### src/rtl/pin_debounce_pkg.sv
// Shared definitions for the pin_debounce block: per-channel FSM state,
// the default debounce length and the legal range of that length.
package pin_debounce_pkg;

    // Per-channel filter state.
    typedef enum logic {
        STABLE = 1'b0,
        PEND   = 1'b1
    } deb_state_t;

    // Default number of consecutive differing samples needed to accept a change.
    localparam int DEB_CYCLES_DEF = 4;

    // Legal range of DEB_CYCLES.
    localparam int DEB_CYCLES_MIN = 2;
    localparam int DEB_CYCLES_MAX = 255;

endpackage : pin_debounce_pkg

### src/rtl/pin_debounce_ch.sv
// One debounce channel: a 2-flop synchronizer feeding a STABLE/PEND filter
// that accepts a new level only after DEB_CYCLES consecutive differing samples.
// Edge pulses (rise/fall) exist only when PIN_DEBOUNCE_EDGE_EN is defined;
// otherwise they are tied low and no edge flops are built.
module pin_debounce_ch
    import pin_debounce_pkg::*;
#(
    parameter int DEB_CYCLES = DEB_CYCLES_DEF
) (
    input  logic clk,
    input  logic rst_n,
    input  logic ena,
    input  logic din,
    output logic level,
    output logic rise,
    output logic fall
);

    localparam int CNT_W = $clog2(DEB_CYCLES + 1);
    localparam logic [CNT_W-1:0] CNT_LAST = CNT_W'(DEB_CYCLES - 1);

    logic             sync1;
    logic             s;
    deb_state_t       state;
    logic [CNT_W-1:0] cnt;

    // Two-flop synchronizer for the asynchronous pin; runs regardless of ena.
    // NOTE: sequential state always uses non-blocking (<=) so every flop samples
    // pre-edge values; a blocking '=' here would collapse the two stages into one.
    always_ff @(posedge clk or negedge rst_n) begin
        if (!rst_n) begin
            sync1 <= 1'b0;
            s     <= 1'b0;
        end else begin
            sync1 <= din;
            s     <= sync1;
        end
    end

    // Filter FSM: counts consecutive samples that differ from the accepted level.
    always_ff @(posedge clk or negedge rst_n) begin
        if (!rst_n) begin
            state <= STABLE;
            cnt   <= '0;
            level <= 1'b0;
        end else if (ena) begin
            case (state)
                STABLE: begin
                    if (s != level) begin
                        state <= PEND;
                        cnt   <= CNT_W'(1);
                    end else begin
                        cnt   <= '0;
                    end
                end
                PEND: begin
                    if (s == level) begin
                        // Glitch shorter than DEB_CYCLES: drop it.
                        state <= STABLE;
                        cnt   <= '0;
                    end else if (cnt == CNT_LAST) begin
                        state <= STABLE;
                        cnt   <= '0;
                        level <= s;
                    end else begin
                        cnt   <= cnt + CNT_W'(1);
                    end
                end
                default: begin
                    state <= STABLE;
                    cnt   <= '0;
                end
            endcase
        end
    end

`ifdef PIN_DEBOUNCE_EDGE_EN
    logic accept;

    // The FSM commits a new level on this edge; the new value is s.
    assign accept = ena && (state == PEND) && (s != level) && (cnt == CNT_LAST);

    // Edge pulses registered on the same edge that updates level, so each pulse
    // coincides with the first cycle the new level is visible.
    always_ff @(posedge clk or negedge rst_n) begin
        if (!rst_n) begin
            rise <= 1'b0;
            fall <= 1'b0;
        end else begin
            rise <= accept &&  s;
            fall <= accept && !s;
        end
    end
`else
    assign rise = 1'b0;
    assign fall = 1'b0;
`endif

endmodule : pin_debounce_ch

### src/rtl/pin_debounce.sv
// Multi-channel pin debouncer: N_CH independent pin_debounce_ch instances.
// Optional edge pulses are enabled by defining PIN_DEBOUNCE_EDGE_EN; without it
// rise_o/fall_o are constant 0 and level_o is unaffected.
module pin_debounce
    import pin_debounce_pkg::*;
#(
    parameter int N_CH       = 2,
    parameter int DEB_CYCLES = DEB_CYCLES_DEF
) (
    input  logic            clk,
    input  logic            rst_n,
    input  logic            ena,
    input  logic [N_CH-1:0] din,
    output logic [N_CH-1:0] level_o,
    output logic [N_CH-1:0] rise_o,
    output logic [N_CH-1:0] fall_o
);

    // Reject debounce lengths the counter and FSM are not built for.
    if (DEB_CYCLES < DEB_CYCLES_MIN || DEB_CYCLES > DEB_CYCLES_MAX) begin : g_bad_deb
        $error("pin_debounce: DEB_CYCLES=%0d outside %0d..%0d",
               DEB_CYCLES, DEB_CYCLES_MIN, DEB_CYCLES_MAX);
    end

    // One fully independent filter per channel.
    for (genvar i = 0; i < N_CH; i++) begin : g_ch
        pin_debounce_ch #(
            .DEB_CYCLES (DEB_CYCLES)
        ) u_ch (
            .clk   (clk),
            .rst_n (rst_n),
            .ena   (ena),
            .din   (din[i]),
            .level (level_o[i]),
            .rise  (rise_o[i]),
            .fall  (fall_o[i])
        );
    end

endmodule : pin_debounce
### config.mk
export PLATFORM = sky130hd
export DESIGN_NAME = pin_debounce
export DESIGN_NICKNAME = d
export VERILOG_FILES = /design/src/rtl/pin_debounce_pkg.sv /design/src/rtl/pin_debounce_ch.sv /design/src/rtl/pin_debounce.sv
export SDC_FILE = /design/constraint.sdc
export NUM_CORES = 1
export LEC_CHECK = 0
export BUFFER_PORTS_ARGS = -buffer_cell sky130_fd_sc_hd__buf_2
export CAP_MARGIN = 20
export CORE_AREA = 8 8 47 49
export DETAILED_ROUTE_END_ITERATION = 6
export DIE_AREA = 0 0 55 57
export PLACE_DENSITY_LB_ADDON = 0.08
export SLEW_MARGIN = 25
export SYNTH_ARGS = -nofsm -noshare
export SYNTH_HDL_FRONTEND = slang
export SYNTH_SLANG_ARGS = --single-unit
### constraint.sdc
create_clock -name clk -period 1.2 [get_ports clk]
set_input_delay 0.06 -clock clk [delete_from_list [all_inputs] [get_ports clk]]
set_output_delay 0.06 -clock clk [all_outputs]
set_load 0.02 [all_outputs]
### After elaboration in Yosys (flattened, before gate mapping)

Cells that the tools add are included.

* bits in registers: 14
* latch bits: 0
* RAM bits: 0
* ROM bits: 0
* memories: 0

* $add $sub $neg: 2
* multiply operators: 0
* div/mod/pow operators: 0
* $lt $le $gt $ge: 0
* equal/unequal tests: 6
* shifts and indexed selects: 0
* multiplexer cells: 16
* bitwise gates (word level): 4
* reduce and logical (&&, ||, !) cells: 2

Operators with widths (count)
* two-way mux 3 bit: 4
* one-hot mux 3 bit (2 select lines): 2
* two-way mux 1 bit: 8
* AND reduction 4 bit: 2
* adder 3 x 1 -> 3 bit, second input constant: 2
* == test 3 x 2 -> 1 bit, second input constant: 2
* inverter 1 bit: 4
* one-hot mux 1 bit (2 select lines): 2
* == test 1 bit: 2
* != test 1 bit: 2

### Depth between registers and ports, before layout

Gate-level depths: netlist of the first run.

* depth in word-level cells: 4
* mapped depth: 4
* gate-level depth less buffers: 4

### By module

From an unflattened synthesis of the first run, not the netlist that was laid out.

* cell total of the unflattened synthesis: 50
* area, all modules: 615.6 µm²

By module, submodules not included
* pin_debounce_ch: times used 2, cells an instance 25, area each 307.8 µm², seq. area each 175.2 µm²

### Least setup slack after synthesis of the first run

Ideal clock, no wire load.

* path kind: reg-to-reg
* start: register g_ch[0].u_ch.cnt[0]
* end: register g_ch[0].u_ch.level
* arrival: 1091 ps
* data required time: 1075 ps
* setup slack: -16 ps
* stages on the path, launching flop included: 5
* buffers on the path: 0
* period minus slack after synthesis: 1216 ps
* cells stage by stage: dfrtp_1 > ha_1 > nor2b_4 > nand3_1 > mux2_2

* longest elaborated chain between the ends: 2

Ends and longest elaborated chain
* start, declared: line pin_debounce_ch.sv:25 `logic [CNT_W-1:0] cnt;`
* start signal, assigned: line pin_debounce_ch.sv:66 `cnt <= cnt + CNT_W'(1);`
* == test 3 x 2 -> 1 bit: line pin_debounce_ch.sv:61 `end else if (cnt == CNT_LAST) begin`
* AND reduction 4 bit (no line)
* end signal, assigned: line pin_debounce_ch.sv:64 `level <= s;`
* end, declared: line pin_debounce_ch.sv:14 `output logic level,`

No other way between the ends.
A chain may end at the register's enable or synchronous reset.

### Final worst setup path of the first run

Same ends and word-level chain as after synthesis.

==> flow_metrics.py, run 1 <==
metrics = {
    "status": {
        "status": "finished clean",
    },
    "worst_setup_path": {
        "crit_path_start_kind": "register",
        "crit_start": "g_ch[0].u_ch.cnt[0]",
        "reg2reg_slack_ps": 3,
        "endpoint_kind": "register",
        "cpMaxStageDelayCell": "dfrtp_1",
        "slowest_delay_ps": 370,
        "path_buf_inv": 0,
        "critical_path_required_ps": 1360,
        "arrival_ps": 1360,
        "critical_path_class": "register to register",
        "crit_chain": "ha_2 -> nor2b_4 -> nand3_2 -> mux2_4",
        "crit_family": "flip-flops",
        "cp_num_cells": 4,
        "reg2reg_depth": 4,
        "timing.rr.start": "g_ch[0].u_ch.cnt[0]",
        "critPathMaxFanout": 2,
        "r2r-end": "g_ch[0].u_ch.level",
        "crit_end": "g_ch[0].u_ch.level",
    },
    "synth": {
        "syn_area_um2": 662,
        "syn-instance-count": 56,
        "synth_edf_count": 0,
        "syn_avg_cell_area_um2": 11.8,
        "async_flop_share_pct": 100,
        "ys_warn_count": 0,
        "ys_types": 16,
        "ys_ff_latch": 14,
        "synth_ff_type": "dfrtp_1",
        "ys_seq_area_share_pct": 52.9,
    },
    "layout": {
        "final_common_cell": "dfrtp_1",
        "drive_gt1_share_pct": 34.8,
        "antennaDiodeCount": 0,
        "final_cell_mix": "14 x dfrtp_1, 6 x inv_1, 6 x buf_2, 5 x buf_4",
        "syn_to_final_growth_pct": 18.5,
        "multiInputGateArea_um2": 270,
        "nNetsFinal": 78,
        "seqCellArea_um2": 350,
        "fillers": 145,
    },
    "timing": {
        "hold_slack_ps": 122,
        "skew_ps": 1.99,
        "drv_slew": 0,
        "setup_viol": 0,
        "hold_violations": 0,
        "period_needed_ps": 1200,
        "max_freq_mhz": 836,
        "finalWorstSetupSlack_ps": 3.23,
        "fin_crit_sh_pct": 99.7,
        "rsz0062_at_grt": "true",
    },
    "detailed_routing": {
        "routed_wirelength_um": 1090,
        "antenna_left": 0,
        "wl_per_cell_um": 12.7,
        "first_iter_violations": 7,
        "vias": 403,
        "dr.pass1.iters": 4,
        "drc": 0,
        "vias_per_cell": 4.69,
    },
    "cts": {
        "postCtsSetupRepairBufs": 0,
        "tritoncts": "built",
        "cts_max_path_buffers": 2,
        "numCtsBuffers": 3,
        "htree_levels": 1,
        "cts-root-buf": "clkbuf_4",
        "insertion_delay_ps": 270,
        "cts.sinks": 14,
        "path_clk_slew_ps": 80,
    },
    "global_routing": {
        "grt_pass1_vias": 441,
        "grt-ovfl-total": 0,
        "grt_usage_pct": 8.39,
        "antenna_found_initial": 0,
        "grt_first_pass_wirelength_um": 1930,
        "grt_max_degree": 15,
    },
    "job": {
        "maxCapViolations": 0,
    },
    "pwr": {
        "p_leak_nw": 0.379,
        "vdd_drop_max_v": 0.000757,
        "power.total_mw": 1.29,
        "power_density_nw_per_um2": 1650,
    },
    "worst_hold_path": {
        "hold_class": "primary input to register",
    },
    "place": {
        "hpwl_um": 749,
        "pre_cts_slack_ps": -20.1,
        "numPortBuffers": 6,
        "routabilityCongestion": 0.673,
    },
    "die": {
        "initial_utilization_pct": 42.0,
        "ios": 11,
        "die_area_um2": 3140,
        "die_w_um": 55,
        "rows": 15,
        "core-area_um2": 1580,
        "die_y_um": 57,
    },
}
## per-stage QoR
step	setup TNS, ps	std cells	util, %	area, µm²
floorplan	0	59	-	678
global placement	-18.1	80	45.3	714
detailed placement	-30.8	80	45.3	714
CTS	-0.752	86	49.8	785
global route	-244	86	49.8	785
finish	0	86	49.8	785
## worst min-delay path by stage
| stage | from | endpoint | cells after the start | slack (ps) |
|---|---|---|---|---|
| floorplan | rst_n | g_ch[0].u_ch.cnt[0] | 0 | -240 |
| global placement | rst_n | g_ch[1].u_ch.cnt[1] | 1 | -30 |
| detailed placement | rst_n | g_ch[1].u_ch.cnt[0] | 1 | -20 |
| CTS | ena | g_ch[1].u_ch.cnt[1] | 2 | 120 |
| global route | ena | g_ch[1].u_ch.cnt[1] | 2 | 140 |
| finish | ena | g_ch[1].u_ch.cnt[1] | 2 | 120 |
## worst reg2reg max path: cells and delay by family (launching register included)
family                     cells  cell delay [ps]
and+or+nand+nor                2              230
adders and majority gates      1              180
DFF                            1              370
muxes                          1              300
## repair_timing
action	4_1_cts	5_1_grt
endpoints found under the hold margin	16	0
hold buffers	3	0
setup endpoints to repair	2	8
pin swaps	2	6
resized for setup	4	0
## synth_stat cells, types with 4 or more instances
cell | n | area (µm²)
o22ai_1 | 4 | 25.0
buf_4 | 7 | 52.6
nand2_1 | 4 | 15.0
dfrtp_1 | 14 | 350
inv_1 | 6 | 22.5
## registers in the layout (all words and copies together) (netlist names)
signal / flops
g_ch.u_ch.cnt: 6
g_ch.u_ch.level: 2
g_ch.u_ch.sync1: 2
g_ch.u_ch.s: 2
g_ch.u_ch.state: 2
## layout make-up
| class | instances | share of cell area (%) |
|---|---|---|
| Clock buffer | 3 | 2.87 |
| Inverter | 6 | 2.87 |
| Multi-Input combinational cell | 32 | 34.4 |
| Sequential cell | 14 | 44.7 |
| Tap cell | 17 | 2.71 |
| Timing Repair Buffer | 14 | 12.4 |
## routing by layer
layer / track usage (%) / vias to the layer above / part of all wire (%)
met5: 0 / - / 0
met1: 12.0 / 188 / 53
li1: - / 207 / -
met2: 10.0 / 6 / 42
met3: 3.12 / 2 / 4.0
met4: 5.15 / 0 / 1.1
## report_power, final
| group | switching, mW | internal [mW] |
|---|---|---|
| clock | 0.144 | 0.116 |
| sequential | 0.0725 | 0.558 |
| combinational | 0.192 | 0.209 |
| total | 0.408 | 0.883 |
## kinds of logic after synthesis
| group | after synthesis | share of synthesized area [%] |
|---|---|---|
| adders and majority gates | 2 | 3.78 |
| muxes | 2 | 3.40 |
| and+or+nand+nor | 12 | 12.1 |
| buffers and inverters | 13 | 11.3 |
| other | 1 | 0.567 |
| AOI/OAI and AO/OA | 10 | 13.2 |
| xor gates and xnor gates | 2 | 2.65 |
| DFF | 14 | 52.9 |
No activity file was read; power rests on OpenSTA's default activity.
==> inputs of run 2 (changes only) <==
PLACE_DENSITY = 0.68   (was unset)
PLACE_DENSITY_LB_ADDON = unset   (was 0.08)
==> run 2 against run 1 <==
Compared with the run above: the flow now finishes with violations (setup timing); combinational power increased by 13%; utilization rose by 1.0 points; register-to-register slack got worse by 20 ps; global-route usage about the same; non-clock buffer count increased by 2; clock skew increased by 1.2 ps; worst hold slack improved by 17 ps; cell area increased by 2.1%; sequential power hardly changed.
==> flow_metrics.py, run 2 (synthesis results as in run 1) <==
metrics = {
    "status": {
        "status": "complete, but fails checks",
        "failed_checks": "setup timing",
    },
    "pwr": {
        "comb_power_share_pct": 34.0,
        "power_density_nw_per_um2": 1660,
        "vdd_drop_max_v": 0.00111,
        "p_seq_share_pct": 47.3,
        "internal_power_uw": 917,
        "clkPwrFrac_pct": 18.7,
        "p_sw_uw": 413,
        "switching_share_pct": 31.0,
        "power.total_mw": 1.33,
        "p_leak_nw": 0.390,
    },
    "worst_setup_path": {
        "arrival_ps": 1380,
        "critical_path_class": "register to register",
        "r2r-end": "g_ch[0].u_ch.level",
        "timing.rr.start": "g_ch[0].u_ch.cnt[0]",
        "crit_start": "g_ch[0].u_ch.cnt[0]",
        "critPathMaxFanout": 2,
        "crit_path_start_kind": "register",
        "crit_end": "g_ch[0].u_ch.level",
        "critical_path_required_ps": 1360,
        "endpoint_kind": "register",
        "reg2reg_slack_ps": -10,
        "reg2reg_depth": 4,
    },
    "timing": {
        "rsz0062_at_grt": "true",
        "skew_ps": 3.22,
        "max_freq_mhz": 823,
        "finalWorstSetupSlack_ps": -14.6,
        "setup_viol": 1,
        "hold_slack_ps": 139,
        "hold_violations": 0,
        "drv_slew": 0,
        "finalSetupTns_ps": -14.6,
        "period_needed_ps": 1210,
        "fin_crit_sh_pct": 101,
    },
    "detailed_routing": {
        "vias_per_cell": 4.80,
        "antenna_left": 0,
        "drc": 0,
        "routed_wirelength_um": 1100,
        "first_iter_violations": 2,
        "dr.pass1.iters": 3,
        "wl_per_cell_um": 12.5,
        "vias": 422,
    },
    "die": {
        "initial_utilization_pct": 42.0,
        "core-area_um2": 1580,
        "die_w_um": 55,
        "die_area_um2": 3140,
        "rows": 15,
        "die_y_um": 57,
        "ios": 11,
    },
    "global_routing": {
        "grt_pass1_vias": 417,
        "antenna_found_initial": 0,
        "grt_usage_pct": 8.36,
        "grt_max_degree": 15,
        "grt-ovfl-total": 0,
        "grt_first_pass_wirelength_um": 1850,
    },
    "cts": {
        "cts-root-buf": "clkbuf_4",
        "insertion_delay_ps": 270,
        "cts.sinks": 14,
        "numCtsBuffers": 3,
        "path_clk_slew_ps": 70,
        "htree_levels": 1,
        "tritoncts": "built",
        "cts_max_path_buffers": 2,
    },
    "layout": {
        "antennaDiodeCount": 0,
        "regMostFlops": "g_ch.u_ch.cnt",
        "postLayoutCoreUtil_pct": 50.8,
        "largest_register_ff_count": 6,
        "final_cell_mix": "14 x dfrtp_1, 7 x buf_4, 6 x inv_1, 6 x buf_2",
        "final_common_cell": "dfrtp_1",
        "drive_gt1_share_pct": 36.6,
        "nNetsFinal": 80,
        "syn_to_final_growth_pct": 21.0,
    },
    "place": {
        "hpwl_um": 786,
        "numPortBuffers": 6,
        "routabilityCongestion": 0.749,
        "pre_cts_slack_ps": -39.6,
    },
    "job": {
        "maxCapViolations": 0,
    },
    "worst_hold_path": {
        "hold_class": "primary input to register",
    },
}
## run 2: cell types whose count changed in the layout (fill, tap and decap cells not counted), sizes merged
cell,change
buf,+2
## run 2: cell type report
type	count	area, µm²
fill	152	776
sequential	14	350
multi-input combinational	32	272
timing repair buffer	16	113
clock buffer	3	22.5
inverter	6	22.5
tap	17	21.3
## run 2: worst min-delay path by stage
stage                     start             endpoint  slack, ps  cells after the start
after floorplan           rst_n  g_ch[0].u_ch.cnt[0]       -240                      0
after global placement    rst_n  g_ch[1].u_ch.cnt[2]        -30                      1
after detailed placement  rst_n  g_ch[1].u_ch.cnt[2]        -30                      1
after CTS                   ena  g_ch[1].u_ch.cnt[1]        130                      2
after global routing        ena  g_ch[1].u_ch.cnt[1]        130                      2
final                       ena  g_ch[0].u_ch.cnt[1]        140                      2
## run 2: layer usage
layer | vias up | GRT usage, % | wire (µm)
met5 | - | 0 | 0
met4 | 0 | 8.25 | 40
met3 | 4 | 2.60 | 48
met2 | 8 | 11.5 | 529
met1 | 202 | 9.47 | 486
li1 | 208 | - | -
## run 2: worst max-delay path, stage by stage, from the launching register on
cell and delay, ps:
dfrtp_1 360, ha_2 180, nor2b_4 140, nand3_1 110, mux2_4 310
## run 2: per-stage QoR
step,instance area (µm²),cells
after global routing,801,88
after floorplan,678,59
final,801,88
after CTS,793,87
after detailed placement,714,80
after global placement,714,80
## run 2: what timing repair did
action / in CTS / in global routing
setup endpoints to repair: 4 / 8
pin swaps: 3 / 4
hold buffers: 3 / 0
setup buffers: 1 / 1
endpoints found under the hold margin: 16 / 0
resized for setup: 4 / 0
## run 2: power by group through the flow
stage	clock network [mW]	logic [mW]	registers [mW]
after floorplan	0	0.283	0.628
after global placement	0	0.374	0.629
after detailed placement	0	0.384	0.638
after CTS	0.260	0.432	0.630
after global routing	0.283	0.508	0.640
final	0.249	0.453	0.628
==> inputs of run 3 (changes only) <==
CORE_AREA = 8 8 55 57   (was 8 8 47 49)
DIE_AREA = 0 0 63 65   (was 0 0 55 57)
PLACE_DENSITY = unset   (was 0.68)
SYNTH_HIERARCHICAL = 1   (was unset)
==> run 3 against run 2 <==
Compared with the run above: the run still ends with setup timing left; combinational power is 8.4% lower; sequential share of layout area is 1.3 points higher; synthesized cell count is 11% lower; area after synthesis is 7.0% lower; utilization is 15 points lower; critical path depth stayed put; wire length is 8.7% lower; die area is 31% higher; global-route usage is 3.3 points lower; cell area is 3.0% lower; worst hold slack better by 41 ps; register-to-register slack worse by 50 ps; critical path type unchanged; highest routed layer is now met3.
==> flow_metrics.py, run 3 <==
metrics = {
    "timing": {
        "hold_slack_ps": 180,
        "fin_crit_sh_pct": 105,
        "max_freq_mhz": 792,
        "rsz0062_at_grt": "true",
        "hold_violations": 0,
        "setup_viol": 2,
        "period_needed_ps": 1260,
        "finalWorstSetupSlack_ps": -63.1,
        "skew_ps": 6.60,
        "drv_slew": 0,
    },
    "pwr": {
        "vdd_drop_max_v": 0.000899,
        "comb_power_share_pct": 29.0,
        "switching_share_pct": 30.4,
        "p_leak_nw": 0.369,
        "p_seq_share_pct": 47.3,
        "power_density_nw_per_um2": 1840,
        "clkPwrFrac_pct": 23.6,
        "p_sw_uw": 434,
        "internal_power_uw": 994,
    },
    "die": {
        "initial_utilization_pct": 28.7,
        "ios": 11,
        "die_y_um": 65,
        "die_area_um2": 4100,
        "die_w_um": 63,
        "rows": 17,
        "core-area_um2": 2150,
    },
    "worst_setup_path": {
        "endpoint_kind": "register",
        "critPathMaxFanout": 3,
        "r2r-end": "g_ch[0].u_ch/level",
        "critical_path_class": "register to register",
        "reg2reg_depth": 4,
        "reg2reg_slack_ps": -60,
        "crit_path_start_kind": "register",
        "timing.rr.start": "g_ch[0].u_ch/cnt[1]",
        "critical_path_required_ps": 1360,
        "arrival_ps": 1430,
    },
    "synth": {
        "async_flop_share_pct": 100,
        "ys_types": 16,
        "synth_edf_count": 0,
        "synth.most_common_cell": "dfrtp_1",
        "ys_top_cells_by_count": "14 x dfrtp_1, 4 x buf_4, 4 x mux2_2, 4 x o21ai_0",
        "ys_seq_area_share_pct": 56.9,
        "synth_ff_type": "dfrtp_1",
        "netlist.area_leader.share_pct": 56.9,
        "syn_area_um2": 616,
        "ys_warn_count": 6,
        "synth_area_leaders": "dfrtp_1 57%, mux2_2 7.3%, buf_4 4.9%",
        "syn-instance-count": 50,
        "syn_avg_cell_area_um2": 12.3,
        "ys_ff_latch": 14,
        "synth_top_cell_by_area": "dfrtp_1",
    },
    "detailed_routing": {
        "vias": 403,
        "dr.pass1.iters": 4,
        "vias_per_cell": 4.33,
        "wl_per_cell_um": 10.8,
        "antenna_left": 0,
        "routed_wirelength_um": 1010,
        "drc": 0,
        "first_iter_violations": 4,
    },
    "place": {
        "dp_cells": 83,
        "hpwl_um": 709,
        "numPortBuffers": 6,
        "routabilityCongestion": 0.693,
    },
    "cts": {
        "cts.sinks": 14,
        "htree_levels": 1,
        "insertion_delay_ps": 280,
        "tritoncts": "built",
        "path_clk_slew_ps": 90,
        "numCtsBuffers": 3,
        "cts_max_path_buffers": 2,
        "cts-root-buf": "clkbuf_4",
    },
    "status": {
        "status": "complete, but fails checks",
        "failed_checks": "setup timing",
    },
    "global_routing": {
        "antenna_found_initial": 0,
        "grt_usage_pct": 5.04,
        "grt_max_degree": 15,
        "grt-ovfl-total": 0,
        "grt_first_pass_wirelength_um": 1660,
        "grt_pass1_vias": 414,
    },
    "worst_hold_path": {
        "min_to": "g_ch[1].u_ch/cnt[2]",
        "holdCritStartpoint": "ena",
        "hold_class": "primary input to register",
        "holdPathStages": 2,
    },
    "layout": {
        "drive_gt1_share_pct": 36.9,
        "seqCellArea_um2": 350,
        "antennaDiodeCount": 0,
        "finalNonFillerCells": 93,
        "syn_to_final_growth_pct": 26.2,
        "largest_register_ff_count": 6,
        "final_cell_mix": "14 x dfrtp_1, 6 x buf_2, 4 x o21ai_0, 4 x conb_1, 4 x buf_4",
        "nNetsFinal": 73,
        "fillers": 203,
        "multiInputGateArea_um2": 258,
        "regMostFlops": "g_ch.u_ch/cnt",
        "final_common_cell": "dfrtp_1",
    },
    "job": {
        "maxCapViolations": 0,
    },
}
==> run 3: cell count changes after synthesis, moves of 3 or more <==
| cell | change |
|---|---|
| inv_1 | -4 |
| nand2_1 | -4 |
| o22ai_1 | -4 |
| o21ai_0 | +4 |
| buf_4 | -3 |
==> run 3: final cells by class <==
class | count | share of cell area [%]
flip-flops and latches | 14 | 45.1
multi-input cells | 32 | 33.2
well taps | 28 | 4.51
clock buffers | 4 | 4.67
repair buffers | 13 | 11.6
inverters | 2 | 0.966
==> run 3: critical path: stages (launching register included) <==
cell,delay (ps)
dfrtp_1,400
ha_2,190
and2b_1,180
nand3_2,80
mux2_4,290
==> run 3: routing by layer <==
metal  GRT usage (%)  wire [µm]  share of wire, %  up-vias
met5               0          0                 0        -
met4            3.42          0                 0        0
met3            3.26         94               9.3        0
met2            6.66        434                43       12
met1            5.77        478                47      195
li1                -          -                 -      196
==> run 3: power by group through the flow <==
stage                     registers (mW)  logic [mW]  clock network [mW]
final                              0.676       0.415               0.338
after CTS                          0.674       0.402               0.343
after detailed placement           0.679       0.356                   0
after global routing               0.691       0.459               0.365
after global placement             0.678       0.350                   0
after floorplan                    0.683       0.243                   0
==> run 3: stage by stage <==
stage               power, mW  cell area, µm²  setup TNS (ps)  worst slack (ps)  utilization [%]
floorplan               0.926             636           -3.56             -1.78                -
global placement         1.03             678           -73.9             -44.1             31.6
detailed placement       1.03             678            -123             -65.7             31.6
CTS                      1.42             769           -96.7             -51.1             35.8
global route             1.52             777            -299              -102             36.2
finish                   1.43             777            -115             -63.1             36.2
==> run 3: cell families (layout without fill, tap and decap cells) <==
kind of cell,after synthesis,after routing,synth area share [%]
xor gates and xnor gates,2,2,2.85
DFF,14,14,56.9
other,2,4,1.22
muxes,4,4,7.32
AOI/OAI and AO/OA,10,10,11.0
adders and majority gates,2,2,4.06
and+or+nand+nor,10,10,10.6
buffers and inverters,6,19,6.10
==> run 3: what timing repair did <==
item                                   CTS  global route
resized for setup                        2             0
hold buffers                             3             0
setup endpoints to repair                2             6
buffers inserted                         2             1
gates cloned                             0             0
endpoints found under the hold margin   16             0
==> run 3: worst max-delay path by stage <==
stage / from / to / slack [ps] / cells after the start
after floorplan: g_ch[0].u_ch/cnt[1] / g_ch[0].u_ch/level / -2 / 4
after global placement: g_ch[0].u_ch/cnt[0] / g_ch[0].u_ch/level / -40 / 4
after detailed placement: g_ch[1].u_ch/cnt[1] / g_ch[1].u_ch/level / -70 / 4
after CTS: g_ch[1].u_ch/cnt[1] / g_ch[1].u_ch/level / -50 / 4
after global routing: g_ch[0].u_ch/cnt[1] / g_ch[0].u_ch/level / -100 / 4
final: g_ch[0].u_ch/cnt[1] / g_ch[0].u_ch/level / -60 / 4
